==> src/rtl/bsg_tx_core.sv <==
// Baseband TX core: bus register file, binary->Gray encoder and PAM-4 modulator with interrupt.
// Optional feature macro: BSG_GRAY_EN (defined = Gray encoder in the data path, undefined = raw binary).
module bsg_tx_core #(
  parameter int unsigned SYM_CYCLES = 4,
  parameter logic [7:0]  IDLE_LEVEL = 8'h80
) (
  input  logic       clk,
  input  logic       rst_n,
  input  logic       valid,
  input  logic       escrita,
  input  logic [1:0] endereco,
  input  logic [7:0] data_in,
  output logic [7:0] data_out,
  output logic       ready,
  output logic [7:0] OUT,
  output logic       BSG_INT
);

  localparam int unsigned DW    = 8;
  localparam int unsigned AW    = 2;
  localparam int unsigned CYC_W = (SYM_CYCLES > 1) ? $clog2(SYM_CYCLES) : 1;
  localparam logic [CYC_W-1:0] CYC_LAST = CYC_W'(SYM_CYCLES - 1);

  localparam logic [AW-1:0] ADDR_CTRL  = 2'd0;
  localparam logic [AW-1:0] ADDR_DATA0 = 2'd1;
  localparam logic [AW-1:0] ADDR_DATA1 = 2'd2;

  typedef enum logic [1:0] {
    S_IDLE  = 2'd0,
    S_BYTE0 = 2'd1,
    S_BYTE1 = 2'd2
  } state_t;

  state_t           state_q, state_n;
  logic             txen_q, intmsk_q, intflag_q;
  logic [DW-1:0]    data0_q, data1_q;
  logic [DW-1:0]    snap0_q, snap1_q;
  logic [CYC_W-1:0] cyc_q, cyc_n;
  logic [1:0]       dib_q, dib_n;
  logic [DW-1:0]    out_n;
  logic             snap_load;
  logic             tx_done;

  logic             xfer_c, wr_c, rd_c, ctrl_wr_c, busy_c, sym_last_c;
  logic [DW-1:0]    rdata_c, cur_byte_c;

  function automatic logic [DW-1:0] encode(input logic [DW-1:0] b);
`ifdef BSG_GRAY_EN
    return b ^ (b >> 1);
`else
    return b;
`endif
  endfunction

  // Dibit idx (0 = MSB pair) replicated four times gives 00/55/AA/FF.
  function automatic logic [DW-1:0] pam4_level(input logic [DW-1:0] b, input logic [1:0] idx);
    logic [1:0] d;
    case (idx)
      2'd0:    d = b[7:6];
      2'd1:    d = b[5:4];
      2'd2:    d = b[3:2];
      default: d = b[1:0];
    endcase
    return {4{d}};
  endfunction

  assign xfer_c     = valid & ~ready;
  assign wr_c       = xfer_c & escrita;
  assign rd_c       = xfer_c & ~escrita;
  assign ctrl_wr_c  = wr_c & (endereco == ADDR_CTRL);
  assign busy_c     = (state_q != S_IDLE);
  assign sym_last_c = (cyc_q == CYC_LAST) && (dib_q == 2'd3);
  assign cur_byte_c = (state_q == S_BYTE1) ? snap1_q : snap0_q;
  assign BSG_INT    = intflag_q & intmsk_q;

  always_comb begin
    rdata_c = '0;
    case (endereco)
      ADDR_CTRL:  rdata_c = {4'd0, busy_c, intflag_q, intmsk_q, txen_q};
      ADDR_DATA0: rdata_c = data0_q;
      ADDR_DATA1: rdata_c = data1_q;
      default:    rdata_c = '0;
    endcase
  end

  // Bus handshake: one-cycle ready pulse, read data only while ready is high.
  always_ff @(posedge clk or negedge rst_n) begin
    if (!rst_n) begin
      ready    <= 1'b0;
      data_out <= '0;
    end else begin
      ready    <= xfer_c;
      data_out <= rd_c ? rdata_c : 8'h00;
    end
  end

  // Register file; completion clears TXENABLE and sets INTFLAG over any same-edge write.
  always_ff @(posedge clk or negedge rst_n) begin
    if (!rst_n) begin
      txen_q    <= 1'b0;
      intmsk_q  <= 1'b0;
      intflag_q <= 1'b0;
      data0_q   <= '0;
      data1_q   <= '0;
    end else begin
      if (tx_done) begin
        txen_q <= 1'b0;
      end else if (ctrl_wr_c) begin
        txen_q <= busy_c ? (txen_q & data_in[0]) : data_in[0];
      end
      if (ctrl_wr_c) begin
        intmsk_q <= data_in[1];
      end
      intflag_q <= tx_done | (intflag_q & ~(ctrl_wr_c & data_in[2]));
      if (wr_c && (endereco == ADDR_DATA0)) begin
        data0_q <= data_in;
      end
      if (wr_c && (endereco == ADDR_DATA1)) begin
        data1_q <= data_in;
      end
    end
  end

  // Modulator state register and datapath flops.
  always_ff @(posedge clk or negedge rst_n) begin
    if (!rst_n) begin
      state_q <= S_IDLE;
      OUT     <= IDLE_LEVEL;
      cyc_q   <= '0;
      dib_q   <= '0;
      snap0_q <= '0;
      snap1_q <= '0;
    end else begin
      state_q <= state_n;
      OUT     <= out_n;
      cyc_q   <= cyc_n;
      dib_q   <= dib_n;
      if (snap_load) begin
        snap0_q <= data0_q;
        snap1_q <= data1_q;
      end
    end
  end

  // Next state: clearing TXENABLE aborts from either byte state.
  always_comb begin
    state_n = state_q;
    case (state_q)
      S_IDLE: begin
        if (txen_q) state_n = S_BYTE0;
      end
      S_BYTE0: begin
        if (!txen_q)         state_n = S_IDLE;
        else if (sym_last_c) state_n = S_BYTE1;
      end
      S_BYTE1: begin
        if (!txen_q)         state_n = S_IDLE;
        else if (sym_last_c) state_n = S_IDLE;
      end
      default: state_n = S_IDLE;
    endcase
  end

  // Outputs: next OUT sample, symbol/dibit counters, snapshot and completion strobes.
  always_comb begin
    out_n     = OUT;
    cyc_n     = cyc_q;
    dib_n     = dib_q;
    snap_load = 1'b0;
    tx_done   = 1'b0;
    case (state_q)
      S_IDLE: begin
        out_n = IDLE_LEVEL;
        cyc_n = '0;
        dib_n = '0;
        if (txen_q) begin
          snap_load = 1'b1;
          out_n     = pam4_level(encode(data0_q), 2'd0);
        end
      end
      default: begin
        if (!txen_q) begin
          out_n = IDLE_LEVEL;
          cyc_n = '0;
          dib_n = '0;
        end else if (cyc_q == CYC_LAST) begin
          cyc_n = '0;
          dib_n = 2'(dib_q + 2'd1);
          if (dib_q == 2'd3) begin
            if (state_q == S_BYTE0) begin
              out_n = pam4_level(encode(snap1_q), 2'd0);
            end else begin
              out_n   = IDLE_LEVEL;
              tx_done = 1'b1;
            end
          end else begin
            out_n = pam4_level(encode(cur_byte_c), 2'(dib_q + 2'd1));
          end
        end else begin
          cyc_n = CYC_W'(cyc_q + 1'b1);
        end
      end
    endcase
  end

endmodule

==> config.mk <==
export PLATFORM = sky130hd
export DESIGN_NAME = bsg_tx_core
export DESIGN_NICKNAME = d
export VERILOG_FILES = /design/src/rtl/bsg_tx_core.sv
export SDC_FILE = /design/constraint.sdc
export NUM_CORES = 1
export LEC_CHECK = 0
export BUFFER_PORTS_ARGS = -buffer_cell sky130_fd_sc_hd__buf_2
export CAP_MARGIN = 0
export CORE_ASPECT_RATIO = 1.1
export CORE_MARGIN = 10
export CORE_UTILIZATION = 61
export DETAILED_ROUTE_END_ITERATION = 8
export PLACE_DENSITY = 0.82
export SLEW_MARGIN = 15
export SYNTH_ARGS = -nofsm -noshare
export SYNTH_HDL_FRONTEND = slang
export SYNTH_SLANG_ARGS = --single-unit
==> constraint.sdc <==
create_clock -name clk -period 4.65 [get_ports clk]
set_input_delay 0.6975 -clock clk [delete_from_list [all_inputs] [get_ports clk]]
set_output_delay 0.6975 -clock clk [all_outputs]
set_load 0.01 [all_outputs]
Yosys cells after proc, flatten, opt, wreduce, memory -nomap -nowiden
Cells that the tools add are included.
{"block": "totals", "ff_bits": 58, "in_bits": 14, "output_inout_bits": 18, "wordCells": 80}
{"block": "classes", "n_mux": 32, "addsub": 2, "n_reduce_logical": 9, "eq_ne": 12, "bitwise": 12}
{"operator": "two-way mux 8 bit", "n": 8}
{"operator": "case mux 8 bit (3 select lines)", "n": 1}
{"operator": "two-way mux 2 bit", "n": 11}
{"operator": "case mux 2 bit (3 select lines)", "n": 2}
{"operator": "equality test 2 bit (second input constant)", "n": 5}
{"operator": "two-way mux 1 bit", "n": 10}
{"operator": "bitwise AND 1 bit", "n": 8}
{"operator": "equality test 2 x 1 -> 1 bit (second input constant)", "n": 3}
{"operator": "logical NOT 2 bit", "n": 3}
{"operator": "!= test 3 bit (second input constant)", "n": 2}
{"operator": "adder 2 x 1 -> 2 bit (second input constant)", "n": 2}
{"operator": "nonzero test 2 bit", "n": 2}
{"operator": "logical AND 1 bit", "n": 3}
{"operator": "!= test 3 x 1 -> 1 bit (second input constant)", "n": 1}
{"operator": "NOT 1 bit", "n": 3}
{"operator": "AND reduction 3 bit", "n": 1}
{"operator": "!= test 2 bit (second input constant)", "n": 1}
{"operator": "OR 1 bit", "n": 1}

Longest topological paths before layout
Gate-level depths: netlist of the first run.
{"block": "logic_depth", "depth_word": 8, "ltp_mapped": 6, "mapped_depth_nobuf": 6}

Worst setup path after synthesis of the first run
No wires, ideal clock.
{"block": "synth_path", "path_type": "in2reg", "startpoint": "input port endereco[1]", "endpoint": "register data0_q[0]", "t_arrival_ns": 1.713, "setup_slack_ns": 2.809, "required_ns": 4.523, "setup_ns": 0.127, "cell_stages": 6, "cell_sequence": "buf_2 -> nor2b_1 -> buf_2 -> and3_1 -> buf_6 -> mux2_1"}
{"block": "synth_via", "elab_chain_cells": 2}
{"element": "from (decl)", "line_no": "11", "text": "input logic [1:0] endereco,"}
{"element": "equality test 2 x 1 -> 1 bit", "line_no": "115", "text": "if (wr_c && (endereco == ADDR_DATA0)) begin"}
{"element": "logical AND 1 bit", "line_no": "115"}
{"element": "to (signal assigned)", "line_no": "116", "text": "data0_q <= data_in;"}
{"element": "to (decl)", "line_no": "36", "text": "logic [DW-1:0] data0_q, data1_q;"}
Every way passes these cells.
A chain may end at the register's enable or synchronous reset.

Worst setup path after layout of the first run
{"block": "layout_path", "startpoint": "input port endereco[0]", "endpoint": "register data0_q[4]"}
Same word-level chain as after synthesis.

==> reports/results.tsv, run 1 <==
stage	metric	value	unit
clock_network	CTS sink count	51	
placement	HPWL reported at the end of detailed placement	3.643	mm
sta	highest clock frequency the design can meet	0.4787	GHz
clock_network	buffer count from post-CTS setup fixing	0	
routing	Avg Vias per Cell	5.822	
synth	Mapped Avg Cell Area	12.24	sq um
setup_path	Worst EP arrival	2.27	ns
grt	Overflow after GRT	0	
routing	Via Count	1566	
synth	largest area contributor in the synthesized netlist	dfrtp_1	
setup_path	Worst Path Required	4.83	ns
clock_network	clock transition at the registers of the reported paths	0.09	ns
setup_path	list of cells traversed by the critical path	buf_2 -> nor2b_1 -> and3_1 -> mux2_1	
finish	fraction of layout cells with a size suffix above 1	0.2192	
routing	number of nets still failing antenna checks after routing	0	
setup_path	kind of start point of the critical path	input port	
clock_network	clock tree from TritonCTS	done	
floorplan	Die X-Extent	79.65	microns
floorplan	number of top-level design ports	32	
flow_run	MaxCap Viol Count	0	
synth	Post-synth EDFFs	0	
setup_path	CP Launch Point	endereco[0]	
sta	headroom to the max-slew limit	0.5553	
grt	largest net degree at the start of global routing	52	
clock_network	clock buffer count from CTS	5	
synth	most frequently used cell type in the post-synthesis netlist	dfrtp_1	
setup_path	Bufs and invs on worst path	1	
synth	synthesis-stage register bit count	51	
synth	fraction of registers with async set or reset after synthesis	1.000	
synth	synthesized netlist net count	214	
synth	share of Yosys cell area claimed by the top area cell type	0.5241	
power_and_ir_drop	net load switching power	0.3932	mW
synth	Syn. warnings	0	
sta	transition at the pin with the smallest max-transition slack	0.6657	ns
routing	count of routing violations after the opening detailed-route iteration	93	
setup_path	capturing element type of the critical path	flop	
sta	unrepaired setup endpoints after global routing	false	
finish	fin nets	237	
grt	total routing resource utilization after global routing	0.1526	
synth	synthesized cell area	0.002387	sq mm
sta	number of slew-limit violations in the final report	0	
power_and_ir_drop	cell area power density	473.9	mW/mm^2
sta	Hold Worst Slack	0.4004	ns
clock_network	count of H-tree levels built during CTS	2	
finish	Area Growth Syn to Fin	8.596	%
finish	Diodes inserted	0	
sta	Total Neg Setup Slack	0	ns
setup_path	peak fanout along the critical path	9	
setup_path	Worst path top cell family by delay	simple AND/OR/NAND/NOR gates	
synth	proportion of synthesized chip area in sequential cells	0.5351	
floorplan	die footprint	0.006818	sq mm
floorplan	initial standard-cell utilization of the core	0.6431	
clock_network	Worst-Skew Late Latency	0.30	ns
setup_path	cell with the largest stage delay on the worst path	nor2b_1	
sta	worst clock skew	0.006262	ns
synth	ys flop type	dfrtp_1	
power_and_ir_drop	Overall Power	1.229	mW
floorplan	area of the core region	0.003712	sq mm
routing	average wire per cell in the routed design	18.31	microns
grt	vias in the first global route	1663	
grt	wire length of the first global-routing pass	8.211	mm
clock_network	Resized Gates After CTS	0	
clock_network	quantity of hold-fixing buffers added after cts	0	
power_and_ir_drop	static leakage	1.210	nW
sta	Period minus WS final	2.089	ns
power_and_ir_drop	part of the total power dissipated in the clock network	0.201	
routing	detailed-routing iteration count for the pre-antenna-repair pass	4	
setup_path	slowest stage delay, CP	0.57	ns
placement	IO Port Bufs	31	
routing	final routed wirelength across all metal layers	4.926	mm
sta	Final Setup Violations	0	
floorplan	placement row count	23	
routing	number of remaining DRC errors	0	
synth	post-synth cell types	38	
synth	Commonest cells post-synth	50 x dfrtp_1, 31 x mux2_1, 21 x nor2_1	
power_and_ir_drop	fraction of power spent switching nets	0.3200	
sta	final-report hold violation count	0	
min_path	Min-Delay Path Class	in2async	
synth	top post-synthesis cells by area	dfrtp_1 52%, mux2_1 15%, nor2_1 3.3%, ha_1 2.6%, mux2i_1 2.5%	
status	result of the run	finished, final reports clean	
power_and_ir_drop	Max rail drop VDD	297.0	uV
synth	number of instances in the synthesized netlist	195	
power_and_ir_drop	logic gate share of total power	0.261	
clock_network	buffer depth of the longest clock path	2	
setup_path	Setup CP Type	in2reg	
setup_path	launching point of the worst reg2reg path	state_q[1]	
finish	final core utilization	0.6983	
power_and_ir_drop	Seq pwr share	0.538	
sta	Tcrit/Tclk final	0.4492	
grt	initial antenna violation count	0	
floorplan	die height	85.61	microns
placement	final weighted congestion of routability-driven global placement	0.8441	
power_and_ir_drop	internal power component	0.8354	mW
clock_network	cell at the root of the clock tree	clkbuf_8	
[state kept, by name, indices dropped and copies added (netlist names), 2 cells and up]
| register | count |
|---|---|
| data_out | 8 |
| cyc_q | 2 |
| snap0_q | 6 |
| data1_q | 8 |
| dib_q | 2 |
| OUT | 3 |
| state_q | 2 |
| snap1_q | 8 |
| data0_q | 8 |
[power by group through the flow]
stage	Sequential [mW]	Combinational [mW]	Clock, mW
floorplan	0.635	0.260	0
global placement	0.661	0.308	0
detailed placement	0.668	0.321	0
CTS	0.659	0.325	0.250
global route	0.676	0.356	0.270
finish	0.660	0.321	0.247
[layout by cell type (no fill, tap or decap), types with 2 or more instances in the layout]
master	netlist	layout
buf_2	5	30
dfrtp_1	50	50
nand2b_1	3	3
mux2_2	2	2
a311oi_1	2	2
a22oi_1	6	6
ha_1	5	5
nand3_1	2	2
and3_1	3	3
a21oi_1	6	6
nor2b_1	3	3
nand2_1	10	10
o21ai_0	3	3
mux2_1	31	31
nor2_1	21	21
nor3b_1	3	3
inv_1	4	4
o21ai_1	4	4
clkbuf_8	0	5
mux2i_1	6	6
[path summary, 6_finish.rpt]
kind	cells past startpoint	endpoint	slack, ns
max	4	data0_q[4]	2.56
max in group asynchronous	1	data1_q[2]	3.83
min	1	OUT[5]	0.40
min in group clk	1	cyc_q[0]	0.44
max reg2reg	4	OUT[6]	2.59
min reg2reg	1	cyc_q[0]	0.44
[final cells by class]
class / instances / area (sq um)
clock inverters: 2 / 12.51
clock buffers: 6 / 72.57
multi-input cells: 124 / 991.0
flip-flops and latches: 51 / 1277
inverters: 5 / 18.77
repair buffers: 31 / 157.7
fillers: 260 / 1120
well taps: 50 / 62.56
[layer usage]
metal	vias up	global-route usage	wire, microns
met5	-	0	0
met4	0	0.05546	89
met3	15	0.05115	258
met2	47	0.2622	2604
met1	784	0.1703	1973
li1	720	-	-
[metrics by stage]
| stage | setup WS (ns) | instance area, sq um | std cells |
|---|---|---|---|
| 2_1_floorplan | 2.809 | 2387 | 195 |
| 3_3_place_gp | 2.459 | 2505 | 261 |
| 3_5_place_dp | 2.286 | 2505 | 261 |
| 4_1_cts | 2.607 | 2590 | 269 |
| 5_1_grt | 2.498 | 2592 | 269 |
| 6_report | 2.561 | 2592 | 269 |
[kinds of logic (layout without fill, tap and decap cells)]
group                      after synthesis  count (layout)  share of synthesized area
buffers and inverters                   20              44                    0.04978
adders and majority gates                5               5                    0.02621
xor gates and xnor gates                 1               1                   0.003669
muxes                                   40              40                     0.1871
DFF                                     51              51                     0.5351
and+or+nand+nor                         51              51                     0.1116
AOI/OAI and AO/OA                       27              27                    0.08648
(Power assumes the default switching activity.)
==> run 2: changes to the inputs <==
ABC_AREA = 1   (was not set)
CORE_UTILIZATION = 56   (was 61)
PLACE_DENSITY = 0.76   (was 0.82)
clock period = 1.94 ns   (was 4.65 ns; I/O delays follow)
==> run 2 against run 1 <==
Against the previous run: combinational power grew to 3.1 times the previous value; non-clock buffer count is 3 higher; power grew to 2.6 times the previous value; largest power group unchanged; highest routed layer unchanged.
==> reports/results.tsv, run 2 <==
stage	metric	value	unit
status	result of the run	finished, final reports clean	
power_and_ir_drop	cell area power density	1209	mW/mm^2
sta	Period minus WS final	1.547	ns
routing	detailed-routing iteration count for the pre-antenna-repair pass	4	
clock_network	clock transition at the registers of the reported paths	0.09	ns
sta	Total Neg Setup Slack	0	ns
synth	Commonest cells post-synth	61 x nand2_1, 50 x dfrtp_1, 34 x inv_1	
synth	ys flop type	dfrtp_1	
placement	instance area at placement	0.002570	sq mm
setup_path	Setup CP Type	reg2reg	
finish	number of filler cells placed in the layout	343	
synth	top post-synthesis cells by area	dfrtp_1 52%, nand2_1 9.5%, inv_1 5.3%, nor2_4 3.3%, o21ai_1 3.1%	
finish	most frequent standard cell in the layout excluding fill and tap cells	nand2_1	
synth	share of Yosys cell area claimed by the top area cell type	0.5216	
clock_network	buffer depth of the longest clock path	2	
finish	most used cells in the layout excluding fill and tap cells	61 x nand2_1, 50 x dfrtp_1, 34 x inv_1	
finish	Diodes inserted	0	
routing	final routed wirelength across all metal layers	4.875	mm
sta	unrepaired setup endpoints after global routing	false	
synth	synthesis-stage register bit count	51	
flow_run	MaxCap Viol Count	0	
synth	Syn. warnings	0	
clock_network	buffer count from post-CTS setup fixing	0	
sta	number of slew-limit violations in the final report	0	
power_and_ir_drop	static leakage	1.396	nW
setup_path	list of cells traversed by the critical path	nor2_2 -> nand2_1 -> nor2_4 -> mux2_2	
placement	IO Port Bufs	31	
synth	synthesized netlist net count	285	
clock_network	clock buffer count from CTS	5	
clock_network	Resized Gates After CTS	0	
finish	cell area after layout	0.002683	sq mm
routing	count of routing violations after the opening detailed-route iteration	128	
grt	wire length of the first global-routing pass	8.238	mm
setup_path	Worst EP arrival	1.75	ns
setup_path	slowest stage delay, CP	0.40	ns
sta	headroom to the max-slew limit	0.5810	
finish	multi-input gate area in the final layout	877.1	sq um
setup_path	cell with the largest stage delay on the worst path	dfrtp_1	
finish	fraction of layout cells with a size suffix above 1	0.2542	
synth	proportion of synthesized chip area in sequential cells	0.5326	
finish	fin nets	317	
sta	highest clock frequency the design can meet	0.6466	GHz
finish	Area Growth Syn to Fin	11.84	%
floorplan	die height	88.64	microns
setup_path	kind of start point of the critical path	flop	
routing	average wire per cell in the routed design	13.89	microns
clock_network	quantity of hold-fixing buffers added after cts	0	
grt	vias in the first global route	1734	
routing	Via Count	1786	
power_and_ir_drop	Overall Power	3.244	mW
grt	total routing resource utilization after global routing	0.1446	
floorplan	die footprint	0.007304	sq mm
sta	Final Setup Violations	0	
clock_network	cell at the root of the clock tree	clkbuf_8	
placement	pre-CTS setup slack	0.4141	ns
routing	number of remaining DRC errors	0	
finish	Sequential cell area	0.001277	sq mm
synth	largest area contributor in the synthesized netlist	dfrtp_1	
min_path	Min-Delay Path Class	in2async	
power_and_ir_drop	Max rail drop VDD	748.9	uV
synth	most frequently used cell type in the post-synthesis netlist	nand2_1	
floorplan	Die X-Extent	82.40	microns
synth	number of instances in the synthesized netlist	266	
setup_path	peak fanout along the critical path	13	
grt	Overflow after GRT	0	
setup_path	Worst Path Required	2.14	ns
clock_network	CTS sink count	51	
clock_network	count of H-tree levels built during CTS	2	
synth	Mapped Avg Cell Area	9.017	sq um
floorplan	initial standard-cell utilization of the core	0.5917	
grt	initial antenna violation count	0	
floorplan	placement row count	24	
sta	Tcrit/Tclk final	0.7972	
placement	final weighted congestion of routability-driven global placement	0.9394	
routing	Avg Vias per Cell	5.088	
sta	transition at the pin with the smallest max-transition slack	0.6285	ns
placement	HPWL reported at the end of detailed placement	3.749	mm
placement	total placed cells including tap cells	343	
synth	fraction of registers with async set or reset after synthesis	1.000	
clock_network	clock tree from TritonCTS	done	
setup_path	capturing element type of the critical path	flop	
floorplan	number of top-level design ports	32	
sta	worst clock skew	0.006114	ns
finish	Cell Count, Final, Fillers Out	351	
floorplan	area of the core region	0.004054	sq mm
routing	number of nets still failing antenna checks after routing	0	
finish	final core utilization	0.6617	
sta	Hold Worst Slack	0.08369	ns
clock_network	Worst-Skew Late Latency	0.31	ns
sta	post-route setup slack	0.3934	ns
sta	final-report hold violation count	0	
grt	largest net degree at the start of global routing	52	
synth	Post-synth EDFFs	0	
synth	post-synth cell types	28	
synth	synthesized cell area	0.002399	sq mm
run 2: cell count changes after synthesis, sizes merged, moves of 6 or more:
cell and change:
nand2 +53, nand3 +10, a21oi +7, inv +41, mux2i -6, o21ai +22, a22oi -6, mux2 -27
run 2: cell type report:
class | instances | area share
flip-flops and latches | 51 | 0.4762
multi-input cells | 160 | 0.3270
repair buffers | 34 | 0.06623
inverters | 46 | 0.06437
clock buffers | 5 | 0.02565
well taps | 52 | 0.02425
clock inverters | 3 | 0.01632
run 2: kinds of logic after synthesis:
| kind of cell | after synthesis | synth area share |
|---|---|---|
| simple gates | 98 | 0.1914 |
| buf+inv | 55 | 0.1017 |
| flops | 51 | 0.5326 |
| compound gates | 49 | 0.1116 |
| mux | 7 | 0.03286 |
| fa+ha+maj | 5 | 0.02608 |
| xor+xnor | 1 | 0.003652 |
run 2: worst max-delay path: cells and delay by family, from the launching register on:
kind | cells | cell delay [ns]
and+or+nand+nor | 3 | 0.67
DFF | 1 | 0.40
muxes | 1 | 0.38
run 2: power breakdown:
part | internal (mW) | leakage (nW) | switching, mW
logic | 0.367 | 0.691 | 0.618
registers | 1.36 | 0.646 | 0.164
clock network | 0.384 | 0.0581 | 0.354
run 2: final timing paths:
| path | from | to | slack (ns) | depth (start not counted) |
|---|---|---|---|---|
| min | rst_n | snap0_q[2] | 0.08 | 2 |
| max | ready | data0_q[6] | 0.39 | 4 |
| max in group asynchronous | rst_n | OUT[6] | 1.44 | 2 |
| max reg2reg | ready | data0_q[6] | 0.39 | 4 |
| min in group clk | valid | ready | 0.20 | 3 |
| min reg2reg | cyc_q[0] | cyc_q[0] | 0.43 | 1 |
run 2: per-layer routing:
| metal | track usage | vias to the layer above | wire (microns) |
|---|---|---|---|
| li1 | - | 901 | - |
| met1 | 0.1867 | 829 | 2210 |
| met2 | 0.2251 | 47 | 2353 |
| met3 | 0.04057 | 9 | 243 |
| met4 | 0.05263 | 0 | 68 |
| met5 | 0 | - | 0 |
==> run 3: changes to the inputs <==
CORE_UTILIZATION = 51   (was 56)
PLACE_DENSITY = 0.73   (was 0.76)
clock period = 1.3 ns   (was 1.94 ns; I/O delays follow)
==> run 3 against run 2 <==
Against the previous run: clock skew about the same; critical endpoint is now data1_q[3]; clock power up 53%; sequential share of layout area down 4.2 points; the run now ends with setup timing left.
==> reports/results.tsv, run 3 (synthesized netlist as in run 2, its figures left out) <==
stage	metric	value	unit
min_path	Min-Delay Path Class	in2reg	
status	violated checks	setup timing	
routing	number of nets still failing antenna checks after routing	0	
clock_network	cell at the root of the clock tree	clkbuf_8	
routing	detailed-routing iteration count for the pre-antenna-repair pass	4	
power_and_ir_drop	internal power component	3.301	mW
setup_path	capturing element type of the critical path	flop	
setup_path	list of cells traversed by the critical path	nor2_4 -> nand2_4 -> nor2_4 -> mux2_2	
sta	Hold Worst Slack	0.1059	ns
routing	uppermost signal routing layer after detailed routing	met4	
setup_path	Setup CP Type	reg2reg	
routing	routed wire length on met3	166	microns
sta	Period minus WS final	1.345	ns
sta	transition at the pin with the smallest max-transition slack	0.2661	ns
placement	total placed cells including tap cells	363	
grt	wire length of the first global-routing pass	8.783	mm
routing	count of routing violations after the opening detailed-route iteration	148	
finish	Diodes inserted	0	
sta	number of slew-limit violations in the final report	0	
sta	final-report hold violation count	0	
setup_path	kind of start point of the critical path	flop	
grt	initial antenna violation count	0	
setup_path	dominant cell type by count on the critical path	nor2_4	
sta	post-route setup slack	-0.04454	ns
sta	Final Setup Violations	4	
routing	average wire per cell in the routed design	14.05	microns
finish	most frequent standard cell in the layout excluding fill and tap cells	nand2_1	
grt	total routing resource utilization after global routing	0.1367	
floorplan	Die X-Extent	85.39	microns
clock_network	count of H-tree levels built during CTS	2	
power_and_ir_drop	logic gate share of total power	0.337	
floorplan	die height	91.93	microns
finish	Area Growth Syn to Fin	22.80	%
setup_path	Worst Path Required	1.50	ns
setup_path	Worst EP arrival	1.54	ns
routing	routed length on met1	2.298	mm
floorplan	die footprint	0.007849	sq mm
finish	most used cells in the layout excluding fill and tap cells	57 x nand2_1, 48 x dfrtp_1, 32 x inv_1	
clock_network	clock buffer count from CTS	5	
power_and_ir_drop	cell area power density	1751	mW/mm^2
sta	worst clock skew	0.005980	ns
sta	headroom to the max-slew limit	0.8226	
finish	fraction of layout cells with a size suffix above 1	0.3500	
placement	final weighted congestion of routability-driven global placement	0.9196	
routing	Via Count	1860	
floorplan	number of top-level design ports	32	
clock_network	clock tree from TritonCTS	done	
floorplan	initial standard-cell utilization of the core	0.5229	
placement	HPWL reported at the end of detailed placement	3.880	mm
finish	final core utilization	0.6421	
grt	largest net degree at the start of global routing	52	
power_and_ir_drop	fraction of power spent switching nets	0.3598	
routing	total length of routed met2 wires	2.690	mm
floorplan	area of the core region	0.004587	sq mm
clock_network	buffer depth of the longest clock path	2	
clock_network	clock transition at the registers of the reported paths	0.10	ns
placement	IO Port Bufs	31	
finish	number of filler cells placed in the layout	366	
setup_path	cell with the largest stage delay on the worst path	dfrtp_1	
power_and_ir_drop	Overall Power	5.156	mW
grt	vias in the first global route	1876	
routing	Avg Vias per Cell	4.947	
clock_network	Worst-Skew Late Latency	0.30	ns
finish	Cell Count, Final, Fillers Out	376	
clock_network	CTS sink count	51	
setup_path	slowest stage delay, CP	0.42	ns
sta	Tcrit/Tclk final	1.034	
power_and_ir_drop	Max rail drop VDD	890.8	uV
sta	unrepaired setup endpoints after global routing	true	
power_and_ir_drop	part of the total power dissipated in the clock network	0.219	
setup_path	peak fanout along the critical path	6	
floorplan	placement row count	26	
status	result of the run	complete, but fails checks	
sta	highest clock frequency the design can meet	0.7437	GHz
power_and_ir_drop	static leakage	1.522	nW
flow_run	MaxCap Viol Count	0	
routing	final routed wirelength across all metal layers	5.282	mm
grt	Overflow after GRT	0	
power_and_ir_drop	Seq pwr share	0.444	
routing	number of remaining DRC errors	0	
power_and_ir_drop	net load switching power	1.855	mW
finish	fin nets	338	
run 3: path summary, 6_finish.rpt:
kind	endpoint	slack, ns	cells past startpoint	startpoint
min in group asynchronous	data_out[2]	0.41	3	rst_n
max reg2reg	data1_q[3]	-0.04	4	ready
min reg2reg	cyc_q[0]	0.45	1	cyc_q[0]
min	data0_q[7]	0.11	3	data_in[7]
max in group asynchronous	OUT[7]	0.61	3	rst_n
max	data1_q[3]	-0.04	4	ready
run 3: what timing repair did:
item,4_1_cts,5_1_grt
endpoints found under the setup margin,16,30
gates resized for setup,2,24
hold buffers,1,0
pin swaps,0,1
hold endpoints to repair,50,0
buffers inserted,3,1
run 3: routing by layer:
layer | GRT usage | vias to the layer above
met4 | 0.06044 | 0
li1 | - | 944
met3 | 0.02920 | 10
met5 | 0 | -
met1 | 0.1584 | 868
met2 | 0.2350 | 38
run 3: cell type report:
cell class / count / area (sq um) / share of cell area
flip-flops and latches: 51 / 1280 / 0.4346
inverters: 46 / 175.2 / 0.05947
clock inverters: 3 / 46.29 / 0.01572
well taps: 56 / 70.07 / 0.02379
repair buffers: 55 / 357.8 / 0.1215
multi-input cells: 160 / 947.2 / 0.3216
clock buffers: 5 / 68.82 / 0.02336
run 3: per-stage QoR:
stage               area [sq um]  worst slack [ns]  TNS (ns)
finish                      2945          -0.04454  -0.09544
global route                2945          -0.08197    -1.015
CTS                         2863          -0.03343   -0.1231
detailed placement          2710          -0.06775   -0.1752
global placement            2710          -0.01792  -0.05238
floorplan                   2401          -0.02430  -0.04861
run 3: critical path: cells and delay by family, from the launching register on:
family / cells / cell delay [ns]
flip-flops: 1 / 0.42
AND/OR/NAND/NOR: 3 / 0.45
multiplexers: 1 / 0.36
run 3: power groups by stage:
stage | Sequential [mW] | Clock (mW) | Combinational, mW
4_1_cts | 2.26 | 1.15 | 1.65
6_report | 2.29 | 1.13 | 1.74
3_5_place_dp | 2.29 | 0 | 1.61
3_3_place_gp | 2.28 | 0 | 1.58
2_1_floorplan | 2.27 | 0 | 1.13
5_1_grt | 2.34 | 1.21 | 1.96
